--- src/rtl/alu_wb_stage.sv ---
// alu_wb_stage: registered writeback stage behind the combinational ALU.
// A 2-entry skid buffer holds {sel, res, zero, neg} with valid/ready on both
// sides. The stage also keeps sticky status flags, a saturating retire count
// and a sticky error for ALU flags that disagree with the result.
module alu_wb_stage #(
    parameter int DWIDTH = 8,
    parameter int CNTW   = 16
) (
    input  logic              clk,
    input  logic              reset,
    input  logic              in_valid_i,
    output logic              in_ready_o,
    input  logic [1:0]        sel_i,
    input  logic [DWIDTH-1:0] res_i,
    input  logic              zero_i,
    input  logic              neg_i,
    output logic              out_valid_o,
    input  logic              out_ready_i,
    output logic [1:0]        out_sel_o,
    output logic [DWIDTH-1:0] out_res_o,
    output logic              out_zero_o,
    output logic              out_neg_o,
    output logic              sticky_zero_o,
    output logic              sticky_neg_o,
    output logic              flag_err_o,
    input  logic              clr_sticky_i,
    output logic [CNTW-1:0]   count_o
);

    // Entry layout: {sel[1:0], res[DWIDTH-1:0], zero, neg}
    localparam int EW = DWIDTH + 4;

    localparam logic [CNTW-1:0] CNT_MAX = {CNTW{1'b1}};
    localparam logic [CNTW-1:0] CNT_ONE = {{(CNTW-1){1'b0}}, 1'b1};

    typedef enum logic [1:0] {
        ST_EMPTY = 2'd0,
        ST_ONE   = 2'd1,
        ST_FULL  = 2'd2
    } state_t;

    state_t          state_r;
    logic [EW-1:0]   head_r;
    logic [EW-1:0]   tail_r;
    logic [EW-1:0]   in_entry_s;
    logic            accept_s;
    logic            retire_s;
    logic            sticky_zero_r;
    logic            sticky_neg_r;
    logic            flag_err_r;
    logic [CNTW-1:0] count_r;

    // True when the ALU flags do not match what the result implies.
    function automatic logic flag_mismatch(
        input logic [DWIDTH-1:0] res,
        input logic              zero,
        input logic              neg
    );
        logic exp_zero;
        logic exp_neg;
        exp_zero = (res == {DWIDTH{1'b0}});
        exp_neg  = res[DWIDTH-1];
        flag_mismatch = (zero != exp_zero) || (neg != exp_neg);
    endfunction

    // Ready depends only on the state register and the reset input, never on out_ready_i.
    assign in_ready_o  = reset && (state_r != ST_FULL);
    assign out_valid_o = (state_r != ST_EMPTY);
    assign accept_s    = in_valid_i && in_ready_o;
    assign retire_s    = out_valid_o && out_ready_i;
    assign in_entry_s  = {sel_i, res_i, zero_i, neg_i};

    assign out_sel_o     = head_r[EW-1 -: 2];
    assign out_res_o     = head_r[DWIDTH+1:2];
    assign out_zero_o    = head_r[1];
    assign out_neg_o     = head_r[0];
    assign sticky_zero_o = sticky_zero_r;
    assign sticky_neg_o  = sticky_neg_r;
    assign flag_err_o    = flag_err_r;
    assign count_o       = count_r;

    // Skid-buffer state machine: occupancy plus head and second-slot payloads.
    always_ff @(posedge clk) begin
        if (!reset) begin
            state_r <= ST_EMPTY;
            head_r  <= {EW{1'b0}};
            tail_r  <= {EW{1'b0}};
        end else begin
            case (state_r)
                ST_EMPTY: begin
                    if (accept_s) begin
                        head_r  <= in_entry_s;
                        state_r <= ST_ONE;
                    end else begin
                        state_r <= ST_EMPTY;
                    end
                end
                ST_ONE: begin
                    if (accept_s && retire_s) begin
                        // Head leaves while the new entry takes its place.
                        head_r  <= in_entry_s;
                        state_r <= ST_ONE;
                    end else if (accept_s) begin
                        tail_r  <= in_entry_s;
                        state_r <= ST_FULL;
                    end else if (retire_s) begin
                        state_r <= ST_EMPTY;
                    end else begin
                        state_r <= ST_ONE;
                    end
                end
                ST_FULL: begin
                    if (retire_s) begin
                        head_r  <= tail_r;
                        state_r <= ST_ONE;
                    end else begin
                        state_r <= ST_FULL;
                    end
                end
                default: begin
                    state_r <= ST_EMPTY;
                end
            endcase
        end
    end

    // Sticky flags, flag-check error and saturating retire counter; set beats clear.
    always_ff @(posedge clk) begin
        if (!reset) begin
            sticky_zero_r <= 1'b0;
            sticky_neg_r  <= 1'b0;
            flag_err_r    <= 1'b0;
            count_r       <= {CNTW{1'b0}};
        end else begin
            sticky_zero_r <= (sticky_zero_r && !clr_sticky_i) || (retire_s && head_r[1]);
            sticky_neg_r  <= (sticky_neg_r && !clr_sticky_i) || (retire_s && head_r[0]);
            flag_err_r    <= (flag_err_r && !clr_sticky_i) ||
                             (accept_s && flag_mismatch(res_i, zero_i, neg_i));
            if (retire_s && (count_r != CNT_MAX)) begin
                count_r <= count_r + CNT_ONE;
            end else begin
                count_r <= count_r;
            end
        end
    end

endmodule

--- config.mk ---
export PLATFORM = sky130hd
export DESIGN_NAME = alu_wb_stage
export DESIGN_NICKNAME = d
export VERILOG_FILES = /design/src/rtl/alu_wb_stage.sv
export SDC_FILE = /design/constraint.sdc
export NUM_CORES = 1
export LEC_CHECK = 0
export ABC_AREA = 1
export ABC_CLOCK_PERIOD_IN_PS = 1500
export BUFFER_PORTS_ARGS = -buffer_cell sky130_fd_sc_hd__clkbuf_2
export CAP_MARGIN = 20
export CORE_MARGIN = 2
export CORE_UTILIZATION = 48
export CTS_CLUSTER_DIAMETER = 30
export DETAILED_ROUTE_END_ITERATION = 7
export PLACE_DENSITY = 0.78
export SYNTH_ARGS = -nofsm -noshare
export SYNTH_HDL_FRONTEND = slang
export SYNTH_SLANG_ARGS = --single-unit
--- constraint.sdc ---
create_clock -name clk -period 1.5 [get_ports clk]
set_input_delay 0.225 -clock clk [delete_from_list [all_inputs] [get_ports clk]]
set_output_delay 0.225 -clock clk [all_outputs]
set_load 0.03 [all_outputs]
Yosys cells after proc, flatten, opt, wreduce, memory -nomap -nowiden

Cells that the tools add are included.

Bits in registers: 45
Bits in latches: 0
RAM bits: 0
Bits in read-only memories: 0
Input bits: 17
Output and inout port bits: 33
Word-level logic and storage cells: 50
Memories: 0

$add $sub $neg: 1
$mul: 0
Div/mod/pow operators: 0
Magnitude comparators: 0
Eq/ne operators: 9
Shift-type cells: 0
Multiplexer cells: 10
Bitwise logic cells: 1
Reductions and logical operators: 22

Operators with widths:

| operator                                                        | number |
|---|---|
| 12-bit two-way mux                                              | 3 |
| 12-bit one-hot mux with 3 select lines                          | 1 |
| 16-bit by 1-bit adder with 16-bit output, second input constant | 1 |
| 16-bit inequality test, second input constant                   | 1 |
| 1-bit logical AND                                               | 11 |
| 8-bit zero test                                                 | 1 |
| 2-bit inequality test, second input constant                    | 4 |
| 2-bit two-way mux                                               | 3 |
| 2-bit one-hot mux with 3 select lines                           | 1 |
| 1-bit logical OR                                                | 4 |
| 4-bit AND reduction                                             | 1 |
| 3-bit AND reduction                                             | 1 |
| 3-bit nonzero test                                              | 1 |
| 2-bit by 1-bit == test with 1-bit output, second input constant | 1 |
| 2-bit == test, second input constant                            | 1 |
| 2-bit zero test                                                 | 1 |
| 1-bit two-way mux                                               | 2 |
| 1-bit inequality test                                           | 2 |
| 2-bit nonzero test                                              | 1 |
| 1-bit zero test                                                 | 1 |
| 1-bit NOT                                                       | 1 |

Logic depth before layout (Yosys ltp)

Depth after elaboration: 6
Gate-level depth with buffers: 9

Worst setup path before layout

No wires, ideal clock.

Path type: register to register
Start point: reg count_r[1] (netlist: count_o[1])
End point: reg count_r[10] (netlist: count_o[10])
Data arrival time: 1.593 ns
Required time: 1.362 ns
Path slack: -0.230 ns
Stages on the path, launching flop included: 10
Path buffers: 1
Period minus slack after synthesis: 1.730 ns
Cells stage by stage: dfxtp_1 ha_1 nand3_2 clkinv_1 nand2_2 nor2_1 nor2_4 buf_6 nand2_1 a21oi_2

Word-level cells in the longest chain between the ends: 2
Elaborated cells between the ends (all ways): 3

RTL lines:

| element                                                                          | line | text |
|---|---|---|
| start, declared                                                                  | 51   | `logic [CNTW-1:0] count_r;` |
| start signal, assigned                                                           | 133  | `count_r <= {CNTW{1'b0}};` |
| start signal, assigned                                                           | 140  | `count_r <= count_r + CNT_ONE;` |
| start signal, assigned                                                           | 142  | `count_r <= count_r;` |
| branches (longest 2 deep; another with 16-bit by 1-bit adder with 16-bit output) | -    |  |

Several ways; the timed one is not identified.
A chain may end at the register's enable or synchronous reset.

Final worst setup path

Start point: reg count_r[4] (netlist: count_o[4])
End point: reg count_r[13] (netlist: count_o[13])

Same word-level chain as after synthesis.

==> run metrics <==
clock share of power=37.9%; Max Freq=between 600 and 700 MHz; Hold Violations, Final=0; number of synthesized register bits=45; leakage=~1.2 nW; normalized max-slew margin=between 80 and 90%; number of global-route vias before repair=2004; maximum VDD drop=between 0.4 and 0.5 mV; syn nets=about 350; Ant. Diodes=0; IO buf count=approximately 50; clk sink count=45; GR Util All Layers=21.45%; crit path launch=count_o[4]; RR Startpoint=count_o[4]; htree depth=2; initial core utilization=about 50%; post-synthesis xor/xnor area fraction=3.205%; share of cells above drive strength 1=between 20 and 30%; worst skew pair latency=about 0.30 ns; minimum hold slack=0.1890 ns; Seq pwr share=between 40% and 50%; Crit Path Class=reg2reg; Setup Slack @ Placement=-0.03692 ns; TritonCTS Buffers=5; minimum clock period=1.486 ns; Die X-Extent=~71 um; Die Footprint=about 5000 um2; Cell Rows=24; nets=~400; measured slew at the worst slew-check pin=between 0.2 and 0.3 ns; worst hold path depth=4; Internal Pwr Total=roughly 1.9 mW; grt ovf=0; post-synthesis simple-gate area fraction=between 30% and 40%; Root Buffer=clkbuf_8; Distinct cells, synth=24; via density per instance=about 5.2; hold wc startpoint=clr_sticky_i; first-pass GRT wire length=around 8700 um; via count=2269; Comb pwr share=roughly an eighth; PwrDens=915.9 nW/um2; mean area per synthesized cell=6.685 um2; largest net degree at the start of global routing=26; CTS clk-pin slew, worst paths=roughly 0.090 ns; mux cell area share after synthesis=0%; Mapped Cells=about 330; Routed Antenna Nets=0; worst-case reg-to-reg path depth=8; outcome=finished clean; max cap viols=0; switching part of the total=about a quarter; drt first pass iters=4; total power=roughly 2.5 mW; die height=71.48 um; Crit path arrival time=1.69 ns; DRT iter0 DRCs=148; CTS tree=yes; final WL=approximately 5400 um; reg2reg end=count_o[13]; part of the cycle the worst path needs=around 100%; Avg WL per Cell=between 10 and 15 um; synthesis warning total=0; Seq/Total Area, Yosys=between 40% and 50%; initial antenna violation count=0; area share of fa/ha/maj cells after synthesis=0.5724%; # IOs=50; WP data required=1.70 ns; area fraction in compound gates after synthesis=approximately 15%; final worst setup slack=approximately 0.014 ns; design area=2779 um2; Switch Pwr=between 0.6 and 0.7 mW; area delta synth->final=27.13%; Max FO, Critical Path=12; Final GP Congestion=0.8749; DP Wirelength=about 3700 um; floorplan core area=between 4000 and 5000 um2; Worst setup EP type=flip-flop; crit path launch type=flip-flop; FF-to-FF setup slack=about 0.014 ns; endpoints failing setup=0; CTS max path bufs=2; hold worst-path end=sticky_neg_o; DRC viols=0; largest family of logic cells by synthesized area=simple AND/OR/NAND/NOR gates; max-slew violations=0; Hold WC Path Type=in2reg; area of placed instances=2524 um2; mapped cell area=around 2200 um2; clock skew=just over 0.01 ns
==> registers in the layout (all words and copies together), names as in the netlist <==
signal and flops:
flag_err_o 1, head_r 12, state_r 2, count_o 16, tail_r 12, sticky_zero_o 1, sticky_neg_o 1
==> critical path: stages (launching register included) <==
cell and delay (ns):
dfxtp_2 0.38, nand2_1 0.12, nor2_1 0.25, nand2_4 0.11
nor2_4 0.14, nor2_4 0.06, buf_12 0.14, a21oi_1 0.12
nor2_1 0.05
==> through the flow <==
step                cells  utilization, %   TNS, ns
floorplan             327               -         0
global placement      426           57.56         0
detailed placement    426           57.56  -0.08424
CTS                   436           61.02         0
global route          439           63.38   -0.1235
finish                439           63.38         0
==> cell usage in the layout (no fill, tap or decap) <==
master,instances
a21oi_1,17
a21oi_2,6
buf_12,1
buf_4,10
buf_6,3
bufinv_16,1
clkbuf_2,48
clkbuf_4,1
clkbuf_8,6
clkinvlp_4,2
dfxtp_1,31
dfxtp_2,12
dfxtp_4,2
ha_2,1
inv_1,23
inv_2,3
inv_4,1
nand2_1,86
nand2_2,2
nand2_4,2
nand3_1,10
nand3_4,2
nand4_1,5
nor2_1,59
nor2_2,6
nor2_4,2
nor3b_2,1
o21ai_0,29
o21ai_1,6
o21ai_4,1
xnor2_1,4
xor2_1,4
==> power groups by stage <==
| stage | Sequential, mW | Combinational, mW | Clock [mW] |
|---|---|---|---|
| floorplan | 1.34 | 0.144 | 0 |
| global placement | 1.28 | 0.297 | 0 |
| detailed placement | 1.28 | 0.301 | 0 |
| CTS | 1.25 | 0.309 | 0.991 |
| global route | 1.26 | 0.361 | 1.03 |
| finish | 1.25 | 0.329 | 0.964 |
==> cell type report <==
cell class | instances | area, um2
Tap cell | 52 | 65.06
Clock buffer | 6 | 82.58
Clock inverter | 2 | 36.28
Timing Repair Buffer | 63 | 376.6
Timing Repair inverter | 1 | 7.507
Inverter | 27 | 105.1
Sequential cell | 45 | 923.4
Fill cell | 389 | 1605
Multi-Input combinational cell | 243 | 1182
==> cells by family after synthesis <==
group,after synthesis
and+or+nand+nor,175
AOI/OAI and AO/OA,59
DFF,45
buffers and inverters,39
xor gates and xnor gates,8
adders and majority gates,1
==> what timing repair did <==
item | CTS | global route
gates resized for setup | 3 | 31
setup endpoints to repair | 13 | 32
gates cloned | 0 | 1
hold buffers | 0 | 0
pin swaps | 1 | 2
setup buffers | 2 | 2
==> worst max-delay path by stage <==
stage                   to  slack, ns  cells after the start
2_1_floorplan  count_o[10]      0.007                      8
3_3_place_gp   count_o[15]       0.01                      9
3_5_place_dp   count_o[15]      -0.04                      9
4_1_cts         count_o[7]       0.01                      8
5_1_grt         count_o[3]      -0.02                      7
6_report       count_o[13]       0.01                      8
==> Yosys cell counts <==
master / count / area [um2]
nand3_1: 11 / 55.05
a21oi_2: 6 / 52.55
xnor2_1: 4 / 35.03
nor2_4: 1 / 11.26
nand3_2: 1 / 10.01
buf_4: 1 / 7.510
buf_6: 2 / 22.52
o21ai_0: 35 / 175.2
clkbuf_1: 5 / 18.77
xor2_1: 4 / 35.03
nand2_2: 2 / 12.51
clkinv_1: 1 / 3.750
a21oi_1: 17 / 85.08
buf_2: 2 / 10.01
nor2_2: 3 / 18.77
nor2_1: 63 / 236.5
buf_1: 2 / 7.510
dfxtp_1: 45 / 900.9
nor3b_1: 1 / 7.510
ha_1: 1 / 12.51
nand2_1: 88 / 330.3
nand4_1: 5 / 31.28
inv_1: 26 / 97.59
o21ai_2: 1 / 8.760
==> metal layers <==
| layer | global-route usage [%] | part of all wire [%] | vias up |
|---|---|---|---|
| met5 | 0 | 0 | - |
| met4 | 9.224 | 1.9 | 0 |
| met3 | 5.063 | 5.6 | 11 |
| met2 | 34.88 | 49 | 83 |
| met1 | 27.23 | 44 | 1021 |
| li1 | - | - | 1154 |
No activity file was read; power rests on OpenSTA's default activity.
